--- src/rtl/indirect_iter_sched_pkg.sv ---
// Shared configuration for the indirect (feature-match) pose solver.
// Holds the pair-buffer geometry, datapath latency, field widths, the pose
// type and the iteration sequencer state encoding.
package indirect_iter_sched_pkg;

  localparam int MAX_PAIRS     = 1024;
  localparam int ADDR_BW       = $clog2(MAX_PAIRS);
  localparam int CNT_BW        = $clog2(MAX_PAIRS + 1);
  localparam int PIPE_LAT      = 12;

  localparam int POSE_BW       = 32;
  localparam int POSE_WORDS    = 12;
  localparam int H_SIZE_BW     = 11;
  localparam int V_SIZE_BW     = 10;
  localparam int DATA_DEPTH_BW = 16;

  typedef logic [POSE_WORDS-1:0][POSE_BW-1:0] pose_t;

  typedef enum logic [2:0] {
    ST_IDLE       = 3'd0,
    ST_LOAD       = 3'd1,
    ST_ISSUE      = 3'd2,
    ST_DRAIN      = 3'd3,
    ST_WAIT_SOLVE = 3'd4,
    ST_DONE       = 3'd5
  } state_t;

  // Producer guarantees n <= MAX_PAIRS; anything larger is clamped so the
  // read address can never wrap.
  function automatic logic [CNT_BW-1:0] clamp_pairs(input logic [CNT_BW-1:0] n);
    return (n > CNT_BW'(MAX_PAIRS)) ? CNT_BW'(MAX_PAIRS) : n;
  endfunction

endpackage

--- src/rtl/indirect_iter_sched_if.sv ---
// Pair-buffer read port plus the datapath stream toward the indirect-calc
// pipeline.
//   master : sequencer side (drives o_*, receives i_rd_*)
//   slave  : pair buffer / datapath side
// Handshake: push-only, no backpressure. o_rd_en is a read strobe whose data
// returns RD_LAT cycles later on i_rd_*. o_valid qualifies o_idx*/o_depth0 and
// the frame flags for exactly that cycle; the consumer must accept every beat.
interface indirect_iter_sched_if;
  import indirect_iter_sched_pkg::*;

  logic                     o_rd_en;
  logic [ADDR_BW-1:0]       o_rd_addr;
  logic [H_SIZE_BW-1:0]     i_rd_idx0_x;
  logic [V_SIZE_BW-1:0]     i_rd_idx0_y;
  logic [DATA_DEPTH_BW-1:0] i_rd_depth0;
  logic [H_SIZE_BW-1:0]     i_rd_idx1_x;
  logic [V_SIZE_BW-1:0]     i_rd_idx1_y;

  logic                     o_valid;
  logic                     o_frame_start;
  logic                     o_frame_end;
  logic [H_SIZE_BW-1:0]     o_idx0_x;
  logic [V_SIZE_BW-1:0]     o_idx0_y;
  logic [DATA_DEPTH_BW-1:0] o_depth0;
  logic [H_SIZE_BW-1:0]     o_idx1_x;
  logic [V_SIZE_BW-1:0]     o_idx1_y;

  modport master (
    output o_rd_en, o_rd_addr,
    output o_valid, o_frame_start, o_frame_end,
    output o_idx0_x, o_idx0_y, o_depth0, o_idx1_x, o_idx1_y,
    input  i_rd_idx0_x, i_rd_idx0_y, i_rd_depth0, i_rd_idx1_x, i_rd_idx1_y
  );

  modport slave (
    input  o_rd_en, o_rd_addr,
    input  o_valid, o_frame_start, o_frame_end,
    input  o_idx0_x, o_idx0_y, o_depth0, o_idx1_x, o_idx1_y,
    output i_rd_idx0_x, i_rd_idx0_y, i_rd_depth0, i_rd_idx1_x, i_rd_idx1_y
  );

endinterface

--- src/rtl/indirect_iter_sched_pair_reader.sv ---
// indirect_pair_reader: issues one burst of N consecutive pair-buffer reads
// (addresses 0..N-1), aligns the returned data with a RD_LAT-deep valid/frame
// pipe and registers it once onto the datapath stream.
// Ports:
//   i_clk, i_rst : clock, synchronous active-high reset
//   i_go         : one-cycle pulse, first read happens the following cycle
//   i_flush      : drops the burst and everything in flight
//   i_num        : pair count for this burst (already clamped, >= 1)
//   o_last       : current cycle carries the final read of the burst
//   bus          : read port + stream (master side)
module indirect_pair_reader
  import indirect_iter_sched_pkg::*;
#(
  parameter int RD_LAT = 1
) (
  input  logic              i_clk,
  input  logic              i_rst,
  input  logic              i_go,
  input  logic              i_flush,
  input  logic [CNT_BW-1:0] i_num,
  output logic              o_last,
  indirect_iter_sched_if.master bus
);

  logic               rd_en_q;
  logic [ADDR_BW-1:0] addr_q;
  logic [RD_LAT-1:0]  v_pipe;
  logic [RD_LAT-1:0]  s_pipe;
  logic [RD_LAT-1:0]  e_pipe;
  logic               first_rd;

  assign o_last        = rd_en_q && (CNT_BW'(addr_q) == (i_num - CNT_BW'(1)));
  assign first_rd      = rd_en_q && (addr_q == '0);
  assign bus.o_rd_en   = rd_en_q;
  assign bus.o_rd_addr = addr_q;

  always_ff @(posedge i_clk) begin
    if (i_rst || i_flush) begin
      rd_en_q           <= 1'b0;
      addr_q            <= '0;
      v_pipe            <= '0;
      s_pipe            <= '0;
      e_pipe            <= '0;
      bus.o_valid       <= 1'b0;
      bus.o_frame_start <= 1'b0;
      bus.o_frame_end   <= 1'b0;
      bus.o_idx0_x      <= '0;
      bus.o_idx0_y      <= '0;
      bus.o_depth0      <= '0;
      bus.o_idx1_x      <= '0;
      bus.o_idx1_y      <= '0;
    end else begin
      if (i_go) begin
        rd_en_q <= 1'b1;
        addr_q  <= '0;
      end else if (rd_en_q) begin
        if (o_last) rd_en_q <= 1'b0;
        else        addr_q  <= addr_q + ADDR_BW'(1);
      end

      // Frame flags ride alongside the strobe so they stay aligned with
      // the data whatever RD_LAT is.
      v_pipe[0] <= rd_en_q;
      s_pipe[0] <= first_rd;
      e_pipe[0] <= o_last;
      for (int i = 1; i < RD_LAT; i++) begin
        v_pipe[i] <= v_pipe[i-1];
        s_pipe[i] <= s_pipe[i-1];
        e_pipe[i] <= e_pipe[i-1];
      end

      bus.o_valid       <= v_pipe[RD_LAT-1];
      bus.o_frame_start <= s_pipe[RD_LAT-1];
      bus.o_frame_end   <= e_pipe[RD_LAT-1];
      if (v_pipe[RD_LAT-1]) begin
        bus.o_idx0_x <= bus.i_rd_idx0_x;
        bus.o_idx0_y <= bus.i_rd_idx0_y;
        bus.o_depth0 <= bus.i_rd_depth0;
        bus.o_idx1_x <= bus.i_rd_idx1_x;
        bus.o_idx1_y <= bus.i_rd_idx1_y;
      end
    end
  end

endmodule

--- src/rtl/indirect_iter_sched.sv ---
// indirect_iter_sched: per-iteration sequencer of the indirect pose solver.
// Each iteration: LOAD the pose, ISSUE N pair reads, DRAIN the datapath,
// WAIT_SOLVE for the updated pose; repeat until converged or iteration limit.
// Ports:
//   i_clk, i_rst           : clock, synchronous active-high reset
//   i_start, i_abort       : sequence control (abort has priority)
//   i_num_pairs, i_max_iter, i_init_pose : sampled on an accepted start
//   i_pose_valid, i_pose_new, i_converged : solver result
//   bus                    : pair-buffer read port + datapath stream
//   o_pose                 : pose held stable for the running iteration
//   o_busy, o_done, o_iter_cnt, o_err_empty : status
//   o_state                : FSM state (debug)
module indirect_iter_sched
  import indirect_iter_sched_pkg::*;
#(
  parameter int ITER_BW = 4,
  parameter int RD_LAT  = 1
) (
  input  logic               i_clk,
  input  logic               i_rst,
  input  logic               i_start,
  input  logic               i_abort,
  input  logic [CNT_BW-1:0]  i_num_pairs,
  input  logic [ITER_BW-1:0] i_max_iter,
  input  pose_t              i_init_pose,
  input  logic               i_pose_valid,
  input  pose_t              i_pose_new,
  input  logic               i_converged,
  indirect_iter_sched_if.master bus,
  output pose_t              o_pose,
  output logic               o_busy,
  output logic               o_done,
  output logic [ITER_BW-1:0] o_iter_cnt,
  output logic               o_err_empty,
  output state_t             o_state
);

  // Last read -> WAIT_SOLVE spans read latency, output register and pipeline.
  localparam int DRAIN_CYC = RD_LAT + 1 + PIPE_LAT;
  localparam int DRAIN_BW  = $clog2(DRAIN_CYC);

  state_t             state_q, state_d;
  logic [CNT_BW-1:0]  num_q;
  logic [ITER_BW-1:0] max_iter_q;
  pose_t              init_pose_q;
  logic               first_iter_q;
  logic [DRAIN_BW-1:0] drain_q;
  logic               start_ok;
  logic               rd_last;
  logic [ITER_BW:0]   iter_inc;
  logic               solve_end;

  assign start_ok  = (state_q == ST_IDLE) && i_start && !i_abort;
  assign iter_inc  = {1'b0, o_iter_cnt} + (ITER_BW+1)'(1);
  assign solve_end = i_converged || (iter_inc == {1'b0, max_iter_q});
  assign o_state   = state_q;

  indirect_pair_reader #(.RD_LAT(RD_LAT)) u_reader (
    .i_clk   (i_clk),
    .i_rst   (i_rst),
    .i_go    ((state_q == ST_LOAD) && !i_abort),
    .i_flush (i_abort),
    .i_num   (num_q),
    .o_last  (rd_last),
    .bus     (bus)
  );

  always_comb begin
    state_d = state_q;
    case (state_q)
      ST_IDLE:       if (start_ok) state_d = (i_num_pairs == '0) ? ST_DONE : ST_LOAD;
      ST_LOAD:       state_d = ST_ISSUE;
      ST_ISSUE:      if (rd_last) state_d = ST_DRAIN;
      ST_DRAIN:      if (drain_q == '0) state_d = ST_WAIT_SOLVE;
      ST_WAIT_SOLVE: if (i_pose_valid) state_d = solve_end ? ST_DONE : ST_LOAD;
      ST_DONE:       state_d = ST_IDLE;
      default:       state_d = ST_IDLE;
    endcase
    if (i_abort) state_d = ST_IDLE;
  end

  always_ff @(posedge i_clk) begin
    if (i_rst) begin
      state_q      <= ST_IDLE;
      num_q        <= '0;
      max_iter_q   <= '0;
      init_pose_q  <= '0;
      first_iter_q <= 1'b0;
      drain_q      <= '0;
      o_pose       <= '0;
      o_busy       <= 1'b0;
      o_done       <= 1'b0;
      o_iter_cnt   <= '0;
      o_err_empty  <= 1'b0;
    end else begin
      state_q     <= state_d;
      o_busy      <= (state_d != ST_IDLE);
      o_done      <= (state_d == ST_DONE);
      o_err_empty <= start_ok && (i_num_pairs == '0);

      if (start_ok) begin
        num_q        <= clamp_pairs(i_num_pairs);
        max_iter_q   <= (i_max_iter == '0) ? ITER_BW'(1) : i_max_iter;
        init_pose_q  <= i_init_pose;
        first_iter_q <= 1'b1;
        o_iter_cnt   <= '0;
      end

      // Abort freezes pose and iteration count where they are.
      if (!i_abort) begin
        case (state_q)
          ST_LOAD: begin
            if (first_iter_q) o_pose <= init_pose_q;
            first_iter_q <= 1'b0;
          end
          ST_ISSUE: drain_q <= DRAIN_BW'(DRAIN_CYC - 2);
          ST_DRAIN: if (drain_q != '0) drain_q <= drain_q - DRAIN_BW'(1);
          ST_WAIT_SOLVE: begin
            if (i_pose_valid) begin
              o_pose <= i_pose_new;
              if (o_iter_cnt != '1) o_iter_cnt <= o_iter_cnt + ITER_BW'(1);
            end
          end
          default: ;
        endcase
      end
    end
  end

endmodule

--- src/flat_wrapper.sv ---
// flat-port wrapper written by rule: the top's interface ports become plain ports
module indirect_iter_sched_flat import indirect_iter_sched_pkg::*;
#(
  parameter int ITER_BW = 4,
  parameter int RD_LAT  = 1
)
  (i_clk, i_rst, i_start, i_abort, i_num_pairs, i_max_iter, i_init_pose, i_pose_valid, i_pose_new, i_converged, o_pose, o_busy, o_done, o_iter_cnt, o_err_empty, o_state, bus_o_rd_en, bus_o_rd_addr, bus_o_valid, bus_o_frame_start, bus_o_frame_end, bus_o_idx0_x, bus_o_idx0_y, bus_o_depth0, bus_o_idx1_x, bus_o_idx1_y, bus_i_rd_idx0_x, bus_i_rd_idx0_y, bus_i_rd_depth0, bus_i_rd_idx1_x, bus_i_rd_idx1_y);
  indirect_iter_sched_if bus_i ();
  input  logic i_clk;
  input  logic i_rst;
  input  logic i_start;
  input  logic i_abort;
  input  logic [CNT_BW-1:0] i_num_pairs;
  input  logic [ITER_BW-1:0] i_max_iter;
  input  pose_t i_init_pose;
  input  logic i_pose_valid;
  input  pose_t i_pose_new;
  input  logic i_converged;
  output pose_t o_pose;
  output logic o_busy;
  output logic o_done;
  output logic [ITER_BW-1:0] o_iter_cnt;
  output logic o_err_empty;
  output state_t o_state;
  output wire logic [$bits(bus_i.o_rd_en)-1:0] bus_o_rd_en;
  output wire logic [$bits(bus_i.o_rd_addr)-1:0] bus_o_rd_addr;
  output wire logic [$bits(bus_i.o_valid)-1:0] bus_o_valid;
  output wire logic [$bits(bus_i.o_frame_start)-1:0] bus_o_frame_start;
  output wire logic [$bits(bus_i.o_frame_end)-1:0] bus_o_frame_end;
  output wire logic [$bits(bus_i.o_idx0_x)-1:0] bus_o_idx0_x;
  output wire logic [$bits(bus_i.o_idx0_y)-1:0] bus_o_idx0_y;
  output wire logic [$bits(bus_i.o_depth0)-1:0] bus_o_depth0;
  output wire logic [$bits(bus_i.o_idx1_x)-1:0] bus_o_idx1_x;
  output wire logic [$bits(bus_i.o_idx1_y)-1:0] bus_o_idx1_y;
  input wire logic [$bits(bus_i.i_rd_idx0_x)-1:0] bus_i_rd_idx0_x;
  input wire logic [$bits(bus_i.i_rd_idx0_y)-1:0] bus_i_rd_idx0_y;
  input wire logic [$bits(bus_i.i_rd_depth0)-1:0] bus_i_rd_depth0;
  input wire logic [$bits(bus_i.i_rd_idx1_x)-1:0] bus_i_rd_idx1_x;
  input wire logic [$bits(bus_i.i_rd_idx1_y)-1:0] bus_i_rd_idx1_y;
  assign bus_o_rd_en = bus_i.o_rd_en;
  assign bus_o_rd_addr = bus_i.o_rd_addr;
  assign bus_o_valid = bus_i.o_valid;
  assign bus_o_frame_start = bus_i.o_frame_start;
  assign bus_o_frame_end = bus_i.o_frame_end;
  assign bus_o_idx0_x = bus_i.o_idx0_x;
  assign bus_o_idx0_y = bus_i.o_idx0_y;
  assign bus_o_depth0 = bus_i.o_depth0;
  assign bus_o_idx1_x = bus_i.o_idx1_x;
  assign bus_o_idx1_y = bus_i.o_idx1_y;
  assign bus_i.i_rd_idx0_x = bus_i_rd_idx0_x;
  assign bus_i.i_rd_idx0_y = bus_i_rd_idx0_y;
  assign bus_i.i_rd_depth0 = bus_i_rd_depth0;
  assign bus_i.i_rd_idx1_x = bus_i_rd_idx1_x;
  assign bus_i.i_rd_idx1_y = bus_i_rd_idx1_y;
  indirect_iter_sched #(.ITER_BW(ITER_BW), .RD_LAT(RD_LAT)) u_core (.i_clk(i_clk), .i_rst(i_rst), .i_start(i_start), .i_abort(i_abort), .i_num_pairs(i_num_pairs), .i_max_iter(i_max_iter), .i_init_pose(i_init_pose), .i_pose_valid(i_pose_valid), .i_pose_new(i_pose_new), .i_converged(i_converged), .bus(bus_i), .o_pose(o_pose), .o_busy(o_busy), .o_done(o_done), .o_iter_cnt(o_iter_cnt), .o_err_empty(o_err_empty), .o_state(o_state));
endmodule
--- config.mk ---
export PLATFORM = sky130hd
export DESIGN_NAME = indirect_iter_sched_flat
export DESIGN_NICKNAME = d
export VERILOG_FILES = /design/src/rtl/indirect_iter_sched_pkg.sv /design/src/rtl/indirect_iter_sched_if.sv /design/src/rtl/indirect_iter_sched_pair_reader.sv /design/src/rtl/indirect_iter_sched.sv /design/src/flat_wrapper.sv
export SDC_FILE = /design/constraint.sdc
export NUM_CORES = 2
export LEC_CHECK = 0
export CAP_MARGIN = 20
export CORE_AREA = 2 2 512 514
export CTS_CLUSTER_SIZE = 8
export DETAILED_ROUTE_END_ITERATION = 7
export DIE_AREA = 0 0 514 516
export HOLD_SLACK_MARGIN = 0.03
export SLEW_MARGIN = 15
export SYNTH_ARGS = -nofsm -noshare
export SYNTH_HDL_FRONTEND = slang
export SYNTH_SLANG_ARGS = --single-unit
--- constraint.sdc ---
create_clock -name i_clk -period 2.6 [get_ports i_clk]
set_clock_uncertainty 0.2 [all_clocks]
set_input_delay 0.52 -clock i_clk [delete_from_list [all_inputs] [get_ports i_clk]]
set_output_delay 0.52 -clock i_clk [all_outputs]
set_load 0.005 [all_outputs]
==> results.md <==
- Number of enable flip-flop cells after synthesis: 0
- Footprint of the flip-flops and latches: 17500 um^2
- Worst Setup Start Kind: flip-flop
- Share of cells above drive strength 1: 8.05%
- Count of final hold-check violations: 0
- Via/cell ratio: 4.03
- Cell count after placement: 8885
- CTS tree: done
- Height of the chip: 516 um
- Most frequent cell after synthesis: nand2_1
- Portion of total power attributed to sequential cells: 41.8%
- Final global-route overflow total: 0
- Combinational cell fraction of total power: 9.6%
- Run status: finished with violations
- Number of slew-limit violations in the final report: 0
- Routed WL: 214 mm
- Clock power frac: 48.6%
- Most used flip-flop cell after synthesis: dfxtp_1
- First-pass GRT wire length: 284 mm
- Net Switching: 8.46 mW
- Top fanout value on the critical path: 6
- Fin cells: 9161
- Skew-Pair Late Insertion Delay: 0.79 ns
- Xor/xnor share of the synthesized area: 0.520%
- Vias: 36.9k
- TNS Setup: -0.169 ns
- Combinational family with the most area after synthesis: simple AND/OR/NAND/NOR gates
- Avg Synthesized Cell Area: 7.83 um^2
- Area of the core region: 259000 um^2
- Launching element of the worst setup path: u_core.num_q[5]
- Final min period: 2.68 ns
- Highest ir drop seen on vdd: 0.000597 V
- Worst hold stages: 3
- Die outline width: 514 um
- Register-to-register path setup slack: -0.08 ns
- Portion of netlist area occupied by mux cells: 1.91%
- Maximum number of pins on one net before global-route repair: 117
- Count of TritonRoute iterations in the first routing pass: 5
- Worst EP required: 3.06 ns
- Number of cell instances on the worst register-to-register path: 8
- Critical Path Sink Type: flip-flop
- Total design power: 33.3 mW
- Synthesis-stage register bit count: 873
- F_max: 373 MHz
- Sequential-to-total area share from yosys stat: 51.9%
- RSZ-0062 raised after global routing: yes
- Cts bufs inserted: 130
- Initial antenna violation count: 66
- Post-route fraction of the period consumed by the critical path: 103%
- Post-synthesis cell type count: 48
- Type of the setup path with the least slack: reg -> reg
- Worst slack, placed: -0.292 ns
- Number of nets with antenna violations after detailed routing: 0
- Final setup viols: 4
- Max-cap check violation count: 0
- Count of mapped cells out of synthesis: 4300
- Syn-to-layout area delta: 69.2%
- Post-DR wirelength/cell: 23.4 um
- Min-delay worst type: in -> reg
- Synthesis warning total: 0
- Number of global-route vias before repair: 35.8k
- DRC marker count from the first detailed-route iteration: 2819
- Buffers from clock root to sink, at most: 3
- Total of fill cells in the finished design: 28.2k
- All-layer global routing usage: 15.3%
- Power per standard cell area: 585 nW/um^2
- Violated checks: setup timing
- Mapped cell area: 33700 um^2
- Clock root buffer: clkbuf_16
- Top-level I/O count: 1313
- Ranking of synthesized cells by area: dfxtp_1, nand2_1, a311oi_1
- Data arrival, critical path: 3.14 ns
- Multi-input gate area: 14900 um^2
- Slew HR: 57.7%
- Total number of clock tree sinks: 873
- Die ar.: 265000 um^2
- Compound-Gate Fraction of Synth Area: 16.8%
- Clock-pin transition on the worst setup and hold timing paths: 0.05 ns
- Switching power as a share of total power: 25.4%
- Final-stage net count: 6567
- Starting Density: 13.0%
- Mapped Nets: 5152
- Critical path capture point: u_core.u_reader.bus.o_rd_addr[6]
- Capturing point of the worst reg2reg path: u_core.u_reader.bus.o_rd_addr[6]
- Ys async rst share: 0%
- Leading area contributor after synthesis: dfxtp_1
- Port Buf Inserts: 1312
- H-tree depth: 4
- Area of all placed cells without fillers: 57000 um^2
- Std-Cell Rows: 187
- Synthesized-area fraction occupied by and/or/nand/nor cells: 24.4%
- Area share of the largest cell type after synthesis: 51.9%
- Adder-cell area share of the yosys netlist: 0.186%
- PnR worst setup slack: -0.0778 ns
- Post-DP HPWL: 176 mm
- Static leakage power: 19.2 nW
- FF-to-FF Start: u_core.num_q[5]
- Slew at the pin closest to its max-slew limit: 0.634 ns
- Number of DRC violations after detailed routing: 0
- Cell Int Power: 24.9 mW
- Total cell area at the placement stage: 52100 um^2
- Gpl congestion: 0.944
- List of most frequent post-synthesis cells: nand2_1, dfxtp_1, nor2_1
==> how the worst min path moves through the flow <==
stage,startpoint,endpoint,slack [ns]
6_report,i_init_pose[136],u_core.init_pose_q[136],0.12
5_1_grt,i_init_pose[180],u_core.init_pose_q[180],0.06
4_1_cts,i_init_pose[197],u_core.init_pose_q[197],0.03
3_5_place_dp,u_core.u_reader.s_pipe,u_core.u_reader.bus.o_frame_start,0.23
3_3_place_gp,u_core.u_reader.s_pipe,u_core.u_reader.bus.o_frame_start,0.22
2_1_floorplan,u_core.u_reader.e_pipe,u_core.u_reader.bus.o_frame_end,0.21
==> registers in the layout (all words and copies together) (netlist names), 11 cells and up <==
signal	cells
u_core.o_pose	384
u_core.u_reader.bus.o_depth0	16
u_core.u_reader.bus.o_idx0_x	11
u_core.u_reader.bus.o_idx1_x	11
u_core.init_pose_q	384
u_core.num_q	11
==> power by group through the flow <==
stage / Combinational, mW / Clock, mW / Sequential (mW)
detailed placement: 3.04 / 0 / 14.2
finish: 3.20 / 16.2 / 13.9
floorplan: 0.929 / 0 / 14.1
global route: 3.42 / 17.1 / 14.0
global placement: 3.03 / 0 / 14.2
CTS: 3.20 / 16.6 / 13.9
==> cell families (layout without fill, tap and decap cells) <==
logic type,after synthesis,after routing
buffers and inverters,385,1826
adder cells (fa/ha/maj),5,5
flip-flops,873,873
AND/OR/NAND/NOR,2125,2125
AO/OA/AOI/OAI,828,828
other,0,18
multiplexers,64,64
XOR/XNOR,20,20
==> what timing repair did <==
action | CTS | global route
resized for setup | 162 | 28
buffers inserted | 4 | 0
hold buffers | 97 | 0
hold endpoints to repair | 106 | 0
pin swaps | 6 | 13
cloned | 0 | 0
setup endpoints to repair | 156 | 22
==> placed cells by master (no fill, tap or decap), drive strengths merged, types with 8 or more instances in the layout <==
cell type / Yosys / final
dfxtp: 873 / 873
dlygate4sd3: 0 / 97
buf: 13 / 257
clkbuf: 357 / 138
xor2: 9 / 9
clkdlybuf4s50: 0 / 1157
nor2: 477 / 477
xnor2: 11 / 11
nand3b: 10 / 10
diode: 0 / 18
inv: 15 / 17
nor4: 10 / 10
mux2i: 63 / 63
nand2: 1566 / 1566
clkinv: 0 / 16
a21oi: 414 / 414
dlygate4sd2: 0 / 133
nor3: 15 / 15
nand3: 8 / 8
a311oi: 384 / 384
==> per-layer routing <==
layer	wire length, um	GRT usage [%]
met5	211	0
met4	8690	6.21
met3	28800	8.45
met2	95800	24.4
met1	80400	16.9
==> critical path: stages, from the launching register on <==
cell and delay, ns:
dfxtp_2 0.31, or4_4 0.59, o21ai_2 0.17, a211oi_2 0.08, a311o_1 0.36, buf_6 0.15, and2_4 0.16, or4_4 0.42
mux2i_1 0.13
==> metrics by stage <==
stage | utilization (%) | hold WS, ns
after detailed placement | 20.1 | 0.226
after global routing | 22.0 | 0.0615
final | 22.0 | 0.116
after floorplan | - | 0.206
after global placement | 20.1 | 0.217
after CTS | 21.9 | 0.0302
==> area by class of cell <==
| type | count | share of cell area [%] |
|---|---|---|
| well taps | 3402 | 7.47 |
| flip-flops and latches | 873 | 30.7 |
| clock inverters | 21 | 0.901 |
| diodes | 18 | 0.0791 |
| multi-input cells | 3042 | 26.2 |
| repair buffers | 1653 | 28.7 |
| inverters | 15 | 0.0989 |
| clock buffers | 137 | 5.81 |
No activity file was read; power rests on OpenSTA's default activity.
